## config.mk

```make
export PLATFORM = sky130hd
export DESIGN_NAME = lsu_ctrl
export DESIGN_NICKNAME = d
export VERILOG_FILES = /design/src/rtl/mem_pkg.sv /design/src/rtl/lsu_lane_gen.sv /design/src/rtl/lsu_ctrl.sv
export SDC_FILE = /design/constraint.sdc
export NUM_CORES = 1
export LEC_CHECK = 0
export CAP_MARGIN = 40
export CORE_MARGIN = 5
export CORE_UTILIZATION = 39
export DETAILED_ROUTE_END_ITERATION = 16
export GPL_TIMING_DRIVEN = 1
export PLACE_DENSITY_LB_ADDON = 0.12
export SKIP_CTS_REPAIR_TIMING = 1
export SYNTH_ARGS = -nofsm -noshare
export SYNTH_HDL_FRONTEND = slang
export SYNTH_SLANG_ARGS = --single-unit
```

## constraint.sdc

```tcl
create_clock -name clk -period 1.8 [get_ports clk]
set_input_delay 0.27 -clock clk [delete_from_list [all_inputs] [get_ports clk]]
set_output_delay 0.27 -clock clk [all_outputs]
set_load 0.02 [all_outputs]
```

## src/rtl/mem_pkg.sv

```systemverilog
// Shared definitions for the data-memory path.
// Holds the access-size encodings, the LSU FSM state type and the byte-lane
// mask constants. The lane masks use the same read_en encoding as the
// downstream load-extend stage, so ld_ren can be passed to it unchanged.
package mem_pkg;

    // Access size encodings as driven by the EX/MEM register
    localparam logic [1:0] SZ_BYTE = 2'b00;
    localparam logic [1:0] SZ_HALF = 2'b01;
    localparam logic [1:0] SZ_WORD = 2'b10;

    typedef enum logic [1:0] {
        IDLE = 2'b00,
        REQ  = 2'b01,
        WAIT = 2'b10,
        DONE = 2'b11
    } lsu_state_e;

    // Byte-lane masks, bit n = byte lane n of the 32-bit word
    localparam logic [3:0] LANE_B0 = 4'b0001;
    localparam logic [3:0] LANE_B1 = 4'b0010;
    localparam logic [3:0] LANE_B2 = 4'b0100;
    localparam logic [3:0] LANE_B3 = 4'b1000;
    localparam logic [3:0] LANE_H0 = 4'b0011;
    localparam logic [3:0] LANE_H1 = 4'b1100;
    localparam logic [3:0] LANE_W  = 4'b1111;

endpackage

```

## src/rtl/lsu_lane_gen.sv

```systemverilog
// Combinational byte-lane generator for a 32-bit data bus.
// Ports:
//   size      in  2   access size (SZ_BYTE/SZ_HALF/SZ_WORD, 11 behaves as word)
//   addr_lo   in  2   low two address bits
//   wdata     in  32  right-aligned store data
//   mask      out 4   byte-lane mask
//   wdata_rep out 32  store data replicated across all lanes
//   misalign  out 1   access not naturally aligned for its size
module lsu_lane_gen
    import mem_pkg::*;
(
    input  logic [1:0]  size,
    input  logic [1:0]  addr_lo,
    input  logic [31:0] wdata,
    output logic [3:0]  mask,
    output logic [31:0] wdata_rep,
    output logic        misalign
);

    always_comb begin
        mask      = LANE_W;
        wdata_rep = wdata;
        misalign  = 1'b0;
        case (size)
            SZ_BYTE: begin
                case (addr_lo)
                    2'b00:   mask = LANE_B0;
                    2'b01:   mask = LANE_B1;
                    2'b10:   mask = LANE_B2;
                    default: mask = LANE_B3;
                endcase
                wdata_rep = {4{wdata[7:0]}};
            end
            SZ_HALF: begin
                mask      = addr_lo[1] ? LANE_H1 : LANE_H0;
                wdata_rep = {2{wdata[15:0]}};
                misalign  = addr_lo[0];
            end
            // word, and the illegal 11 encoding which is treated as word
            default: begin
                mask      = LANE_W;
                wdata_rep = wdata;
                misalign  = |addr_lo;
            end
        endcase
    end

endmodule

```

## src/rtl/lsu_ctrl.sv

```systemverilog
// Load/store control stage between EX/MEM and the data bus.
// Decodes size/address into byte lanes, flags misaligned accesses, runs the
// req / addr_ok / data_ok handshake and stalls upstream while a transfer is
// outstanding. Load results leave as raw bus data plus lane mask and sign.
// Ports:
//   clk, rst                        clock, synchronous active-high reset
//   mem_en/wr/size/sign/addr/wdata  memory op from EX/MEM
//   flush                           cancel current and incoming op
//   stall                           freeze upstream
//   adel, ades, badvaddr            address-error report (combinational)
//   data_req/wr/size/addr/wdata/wstrb  bus request side
//   data_addr_ok, data_data_ok, data_rdata  bus response side
//   ld_valid, ld_rdata, ld_ren, ld_sign     to the load-extend stage
module lsu_ctrl
    import mem_pkg::*;
#(
    parameter int ADDR_W = 32,
    parameter int DATA_W = 32
) (
    input  logic              clk,
    input  logic              rst,
    input  logic              mem_en,
    input  logic              mem_wr,
    input  logic [1:0]        mem_size,
    input  logic              mem_sign,
    input  logic [ADDR_W-1:0] mem_addr,
    input  logic [DATA_W-1:0] mem_wdata,
    input  logic              flush,
    output logic              stall,
    output logic              adel,
    output logic              ades,
    output logic [ADDR_W-1:0] badvaddr,
    output logic              data_req,
    output logic              data_wr,
    output logic [1:0]        data_size,
    output logic [ADDR_W-1:0] data_addr,
    output logic [DATA_W-1:0] data_wdata,
    output logic [3:0]        data_wstrb,
    input  logic              data_addr_ok,
    input  logic              data_data_ok,
    input  logic [DATA_W-1:0] data_rdata,
    output logic              ld_valid,
    output logic [DATA_W-1:0] ld_rdata,
    output logic [3:0]        ld_ren,
    output logic              ld_sign
);

    lsu_state_e        state;
    logic              cancel;
    logic [3:0]        lane_mask;
    logic [DATA_W-1:0] lane_wdata;
    logic              misalign;
    logic              in_idle;
    logic              accept;
    logic              fault;

    lsu_lane_gen u_lane_gen (
        .size      (mem_size),
        .addr_lo   (mem_addr[1:0]),
        .wdata     (mem_wdata),
        .mask      (lane_mask),
        .wdata_rep (lane_wdata),
        .misalign  (misalign)
    );

    assign in_idle = (state == IDLE);
    assign accept  = in_idle & mem_en & ~misalign & ~flush;
    // A flushed incoming op is cancelled, so it cannot fault either
    assign fault   = in_idle & mem_en & misalign & ~flush;

    assign adel     = fault & ~mem_wr;
    assign ades     = fault & mem_wr;
    assign badvaddr = fault ? mem_addr : '0;

    assign stall    = accept | (state == REQ) | (state == WAIT);

    // Flush arriving in DONE must still kill this cycle's result
    assign ld_valid = (state == DONE) & ~data_wr & ~cancel & ~flush;

    always_ff @(posedge clk) begin
        if (rst) begin
            state      <= IDLE;
            cancel     <= 1'b0;
            data_req   <= 1'b0;
            data_wr    <= 1'b0;
            data_size  <= 2'b00;
            data_addr  <= '0;
            data_wdata <= '0;
            data_wstrb <= 4'b0000;
            ld_rdata   <= '0;
            ld_ren     <= 4'b0000;
            ld_sign    <= 1'b0;
        end else begin
            case (state)
                IDLE: begin
                    if (accept) begin
                        state      <= REQ;
                        data_req   <= 1'b1;
                        data_wr    <= mem_wr;
                        data_size  <= mem_size;
                        data_addr  <= mem_addr;
                        data_wdata <= lane_wdata;
                        data_wstrb <= mem_wr ? lane_mask : 4'b0000;
                        ld_ren     <= lane_mask;
                        ld_sign    <= mem_sign & ~mem_wr;
                    end
                end
                REQ: begin
                    // The bus transaction is never abandoned; flush only
                    // marks the result as unwanted.
                    if (flush) cancel <= 1'b1;
                    if (data_addr_ok) begin
                        data_req <= 1'b0;
                        state    <= WAIT;
                    end
                end
                WAIT: begin
                    if (flush) cancel <= 1'b1;
                    if (data_data_ok) begin
                        ld_rdata <= data_rdata;
                        state    <= DONE;
                    end
                end
                DONE: begin
                    state  <= IDLE;
                    cancel <= 1'b0;
                end
                default: state <= IDLE;
            endcase
        end
    end

endmodule

```

==> results of run 1 <==
-- through the flow --
step                hold slack (ps)  std cells  utilization (%)  area (µm²)  setup TNS, ps
detailed placement              446        969             64.4        7450         -34880
CTS                             351        985             67.3        7790         -25370
global route                    389       1006             75.4        8710         -13790
global placement                441        969             64.4        7450         -29680
floorplan                       406        583                -        4650              0
finish                          378       1006             75.4        8710          -8770
-- final timing paths --
check	startpoint	end	slack, ps	depth (start not counted)
worst max-delay path	state[0]	badvaddr[9]	-260	8
worst min-delay path	rst	data_wdata[0]	380	2
worst max register to register	state[0]	data_wdata[30]	-90	10
worst min register to register	ld_rdata[7]	ld_rdata[7]	460	2
-- power by group --
group / switching (mW) / internal [mW]
Sequential: 0.116 / 2.69
Combinational: 1.37 / 1.41
Clock: 0.926 / 1.36
Total: 2.42 / 5.46
-- flip-flops by register name (all words and copies together), names as in the netlist --
register,flops
data_wstrb,4
state,2
data_req,1
ld_sign,1
ld_ren,4
cancel,1
ld_rdata,32
data_size,2
data_wr,1
data_wdata,32
data_addr,32
-- layer usage --
metal | up-vias | wire (µm) | global-route usage, % | share of wire [%]
li1 | 2477 | - | - | -
met2 | 219 | 9360 | 38.0 | 51
met5 | - | 0 | 0 | 0
met4 | 0 | 413 | 7.75 | 2.2
met3 | 29 | 1640 | 7.16 | 8.9
met1 | 2425 | 7000 | 23.6 | 38
-- cells by family after synthesis --
| family | share of synthesized area, % |
|---|---|
| compound gates | 17.0 |
| fa+ha+maj | 1.35 |
| buf+inv | 5.25 |
| flops | 48.3 |
| mux | 3.66 |
| simple gates | 24.5 |
-- worst max-delay path: stages, from the launching register on --
cell and delay (ps):
dfxtp_2 330, inv_2 70, ha_4 130, nand3b_1 160
a21oi_4 180, buf_12 150, buf_8 140, and2_1 140
buf_4 140
-- cell type report --
type	count	area share, %
well taps	143	2.05
multi-input cells	421	30.4
repair buffers	308	37.6
inverters	6	0.258
clock buffers	11	2.67
clock inverters	5	1.21
flip-flops and latches	112	25.8
-- cells in the final DEF (no fill, tap or decap), types with 14 or more instances in the layout --
cell,n
clkdlybuf4s50_1,213
buf_4,40
nand2_4,20
dfxtp_1,110
mux2i_1,17
clkbuf_16,17
nand2_1,157
a21oi_2,29
a21oi_1,63
buf_6,30
and2_4,20
nor2_1,15
and2_1,14
==> results.json, run 1 <==
{
  "status": "finished with violations",
  "violations": "negative setup slack",
  "grt_pass1_wl_um": 24700,
  "async_flop_share_pct": 0,
  "gp_congestion": 0.814,
  "first_global_vias": 4775,
  "antenna_left": 0,
  "timing.fmax_mhz": 486,
  "fin_crit_ps": 2060,
  "layout.nets": 969,
  "netlist_instances": 583,
  "row_count": 39,
  "synth.net_count": 694,
  "ys.flop_type": "dfxtp_1",
  "regArea_um2": 2240,
  "relSlewSlack_pct": 67.6,
  "finalCritPeriodShare_pct": 114,
  "setup_ws_ps": -258,
  "antennaDiodeCount": 0,
  "worstSkewPairLatency_ps": 350,
  "dr.pass1.iters": 4,
  "synth-edff-count": 0,
  "total_leakage_power_nw": 3.30,
  "fin_total_pwr_mw": 7.88,
  "critPathKind": "reg2out",
  "cp-start-kind": "flop",
  "yosysMostFrequentCell": "nand2_1",
  "dp_slack_ps": -633,
  "finalWirelength_um": 18400,
  "skew_ps": 8.06,
  "path_max_fanout": 8,
  "ir_worst_vdd_uv": 537,
  "start_util_pct": 40.2,
  "cts_buffers": 9,
  "power.density_nw_per_um2": 904,
  "cts_max_level": 3,
  "multiInputGateArea_um2": 2650,
  "cts_tree": "yes",
  "rsz0062_at_grt": "true",
  "drive_gt1_share_pct": 25.6,
  "synth_commonest_cells": "184 x nand2_1, 112 x dfxtp_1, 93 x a21oi_1",
  "die_h_um": 119,
  "die_w_um": 119,
  "die_area_um2": 14200,
  "dpl.hpwl_um": 11900,
  "crit_required_ps": 1530,
  "antenna_found_initial": 0,
  "yosysWarnings": 0,
  "clock_sinks": 112,
  "drtIter0Drc": 179,
  "drv_cap": 0,
  "arrival_ps": 1790,
  "via_per_inst": 5.12,
  "synth_top_area_cell": "dfxtp_1",
  "synthTopCellsByArea": "dfxtp_1 48%, nand2_1 15%, a21oi_1 10%",
  "final-hold-violation-count": 0,
  "yosys.area.top_type_share_pct": 48.3,
  "grt.total_usage_pct": 21.3,
  "route.detailed.drc": 0,
  "finalMaxSlewViolations": 0,
  "grt_max_degree": 66,
  "gr-total-overflow": 0,
  "ios": 251,
  "yosysSeqAreaShare_pct": 48.3,
  "cts_buffer_depth": 2,
  "crit_path_end_kind": "output port",
  "vias": 5150,
  "tightest_slew_ps": 487,
  "core_um2": 11600,
  "synth.avg_cell_area_um2": 7.97,
  "setup_viol": 58,
  "ys_ff_latch": 112,
  "hp-class": "in2reg",
  "clk_pin_slew_worst_paths_ps": 70,
  "synth_area_um2": 4650,
  "synth_cell_types": 32,
  "portBuffers": 250,
  "routedWlPerCell_um": 18.3,
  "area_delta_synth_final_pct": 87.6,
  "cts-root-buf": "clkbuf_16",
  "fillers": 841
}
Note: power is estimated with default switching activity, not from simulation.
==> run 2, diff against run 1 <==
CTS_CLUSTER_DIAMETER = 80   (was default)
SETUP_SLACK_MARGIN = 0.5   (was default)
SYNTH_HIERARCHICAL = 1   (was default)
==> run 2 against run 1 <==
  * The flow still finishes with violations (negative setup slack)
  * Setup slack better by 84 ps
  * Sequential share of layout area is 1.8 points lower
  * Cell area is 7.4% higher
  * Critical path depth is 2 lower
  * Maximum frequency is 4.3% higher
  * Combinational power is 4% higher
  * Cell count is 1.9% higher
  * Total power is 0.57% higher
  * Wire length is 3.6% higher
  * First-iteration DRC count is 47% higher
  * Critical path type unchanged
  * Largest cell class unchanged
==> results.json, run 2 <==
{
  "crit_path_end_kind": "output port",
  "die_area_um2": 14500,
  "arrival_ps": 1700,
  "cts_tree": "yes",
  "synth.avg_cell_area_um2": 7.88,
  "first_global_vias": 4899,
  "ios": 251,
  "clock_sinks": 112,
  "relSlewSlack_pct": 50.8,
  "clk_pin_slew_worst_paths_ps": 60,
  "yosysSeqAreaShare_pct": 47.0,
  "final_cells": 1025,
  "timing.fmax_mhz": 507,
  "yosysMostFrequentCell": "nand2_1",
  "antenna_left": 0,
  "setup_viol": 35,
  "ys_ff_latch": 112,
  "reg_top3": "data_addr: 32 flops, data_wdata: 32 flops, ld_rdata: 32 flops",
  "postLayoutCellArea_um2": 9360,
  "finalWirelength_um": 19100,
  "crit_required_ps": 1530,
  "synth_commonest_cells": "221 x nand2_1, 112 x dfxtp_1, 111 x a21oi_1",
  "drive_gt1_share_pct": 38.2,
  "routedWlPerCell_um": 18.6,
  "rsz0062_at_grt": "true",
  "hp-class": "in2reg",
  "skew_ps": 8.77,
  "ir_worst_vdd_uv": 446,
  "fin_crit_ps": 1970,
  "netlist_instances": 605,
  "yosysWarnings": 6,
  "layout.nets": 984,
  "area_delta_synth_final_pct": 96.3,
  "async_flop_share_pct": 0,
  "synthTopCellsByArea": "dfxtp_1 47%, nand2_1 17%, a21oi_1 12%",
  "drv_cap": 0,
  "synth_cell_types": 33,
  "portBuffers": 250,
  "synth.net_count": 716,
  "final_cell_mix": "130 x nand2_1, 130 x clkdlybuf4s50_1, 110 x dfxtp_1",
  "cts_max_level": 3,
  "tightest_slew_ps": 737,
  "synth_top_area_cell": "dfxtp_1",
  "gr-total-overflow": 0,
  "ys.flop_type": "dfxtp_1",
  "row_count": 40,
  "core_um2": 12000,
  "dpl.cell_count": 978,
  "final-hold-violation-count": 0,
  "status": "finished with violations",
  "antenna_found_initial": 0,
  "grt_pass1_wl_um": 24600,
  "via_per_inst": 5.14,
  "cts_buffers": 9,
  "dpl-instance-area_um2": 7540,
  "setup_ws_ps": -174,
  "cp-start-kind": "flop",
  "total_leakage_power_nw": 4.74,
  "grt.total_usage_pct": 21.0,
  "path_max_fanout": 5,
  "gp_congestion": 0.816,
  "critPathKind": "reg2out",
  "route.detailed.drc": 0,
  "vias": 5266,
  "grt_max_degree": 78,
  "die_h_um": 121,
  "dr.pass1.iters": 4,
  "synth_area_um2": 4770,
  "r2r_slack_ps": 130,
  "cts_buffer_depth": 2,
  "dpl.hpwl_um": 11800,
  "start_util_pct": 39.7,
  "die_w_um": 121,
  "drtIter0Drc": 264,
  "antennaDiodeCount": 0,
  "finalMaxSlewViolations": 0,
  "yosys.area.top_type_share_pct": 47.0,
  "fillers": 820,
  "cts-root-buf": "clkbuf_16",
  "synth-edff-count": 0,
  "power.density_nw_per_um2": 847,
  "finalCritPeriodShare_pct": 110,
  "violations": "negative setup slack",
  "worstSkewPairLatency_ps": 350,
  "dp_slack_ps": -884
}
-- run 2: cell types whose count changed after synthesis, sizes merged, moves of 12 or more --
cell    before  now
clkbuf      28   16
mux2         0   16
nor2        25    5
a21oi       93  111
nand2      184  221
buf         16   36
-- run 2: stage by stage --
stage / power [mW] / hold WS [ps] / util (%) / TNS (ps)
detailed placement: 4.95 / 447 / 62.8 / -67580
finish: 7.92 / 333 / 77.9 / -4540
global placement: 4.91 / 438 / 62.8 / -65110
floorplan: 3.93 / 350 / - / 0
global route: 8.24 / 347 / 77.9 / -6700
CTS: 7.14 / 433 / 65.5 / -40210
-- run 2: per-layer routing --
layer / track usage, % / wire (µm)
met5: 0 / 0
met4: 6.73 / 457
met3: 7.86 / 1580
met2: 37.0 / 9550
met1: 23.4 / 7490
-- run 2: worst paths after layout --
check	cells after the start	from	endpoint
max	6	state[1]	badvaddr[8]
min	3	flush	cancel
max reg2reg	8	state[1]	state[0]
min reg2reg	2	data_addr[15]	data_addr[15]
-- run 2: power breakdown --
| part | switching (mW) | internal [mW] |
|---|---|---|
| clock | 0.910 | 1.30 |
| combinational | 1.42 | 1.46 |
| sequential | 0.150 | 2.68 |
-- run 2: cell families (layout without fill, tap and decap cells) --
family	count (synthesis)	after routing	synth area share, %
fa+ha+maj	5	5	1.31
flops	112	112	47.0
mux	25	25	5.67
compound gates	128	128	14.6
simple gates	277	277	24.9
buf+inv	58	331	6.56
-- run 2: final cells by class --
cell class                 instances  area, µm²  area share, %
multi-input combinational        435       3050           32.5
clock buffer                      12        256           2.74
timing repair buffer             309       3530           37.7
clock inverter                     4       76.3          0.816
tap                              147        184           1.97
sequential                       112       2240           24.0
inverter                           6       22.5          0.241
-- run 2: worst max-delay path, stage by stage, from the launching register on --
cell and delay (ps):
dfxtp_2 330, inv_2 80, ha_4 140, and4b_2 310, buf_2 190, and2_2 150, clkbuf_2 160
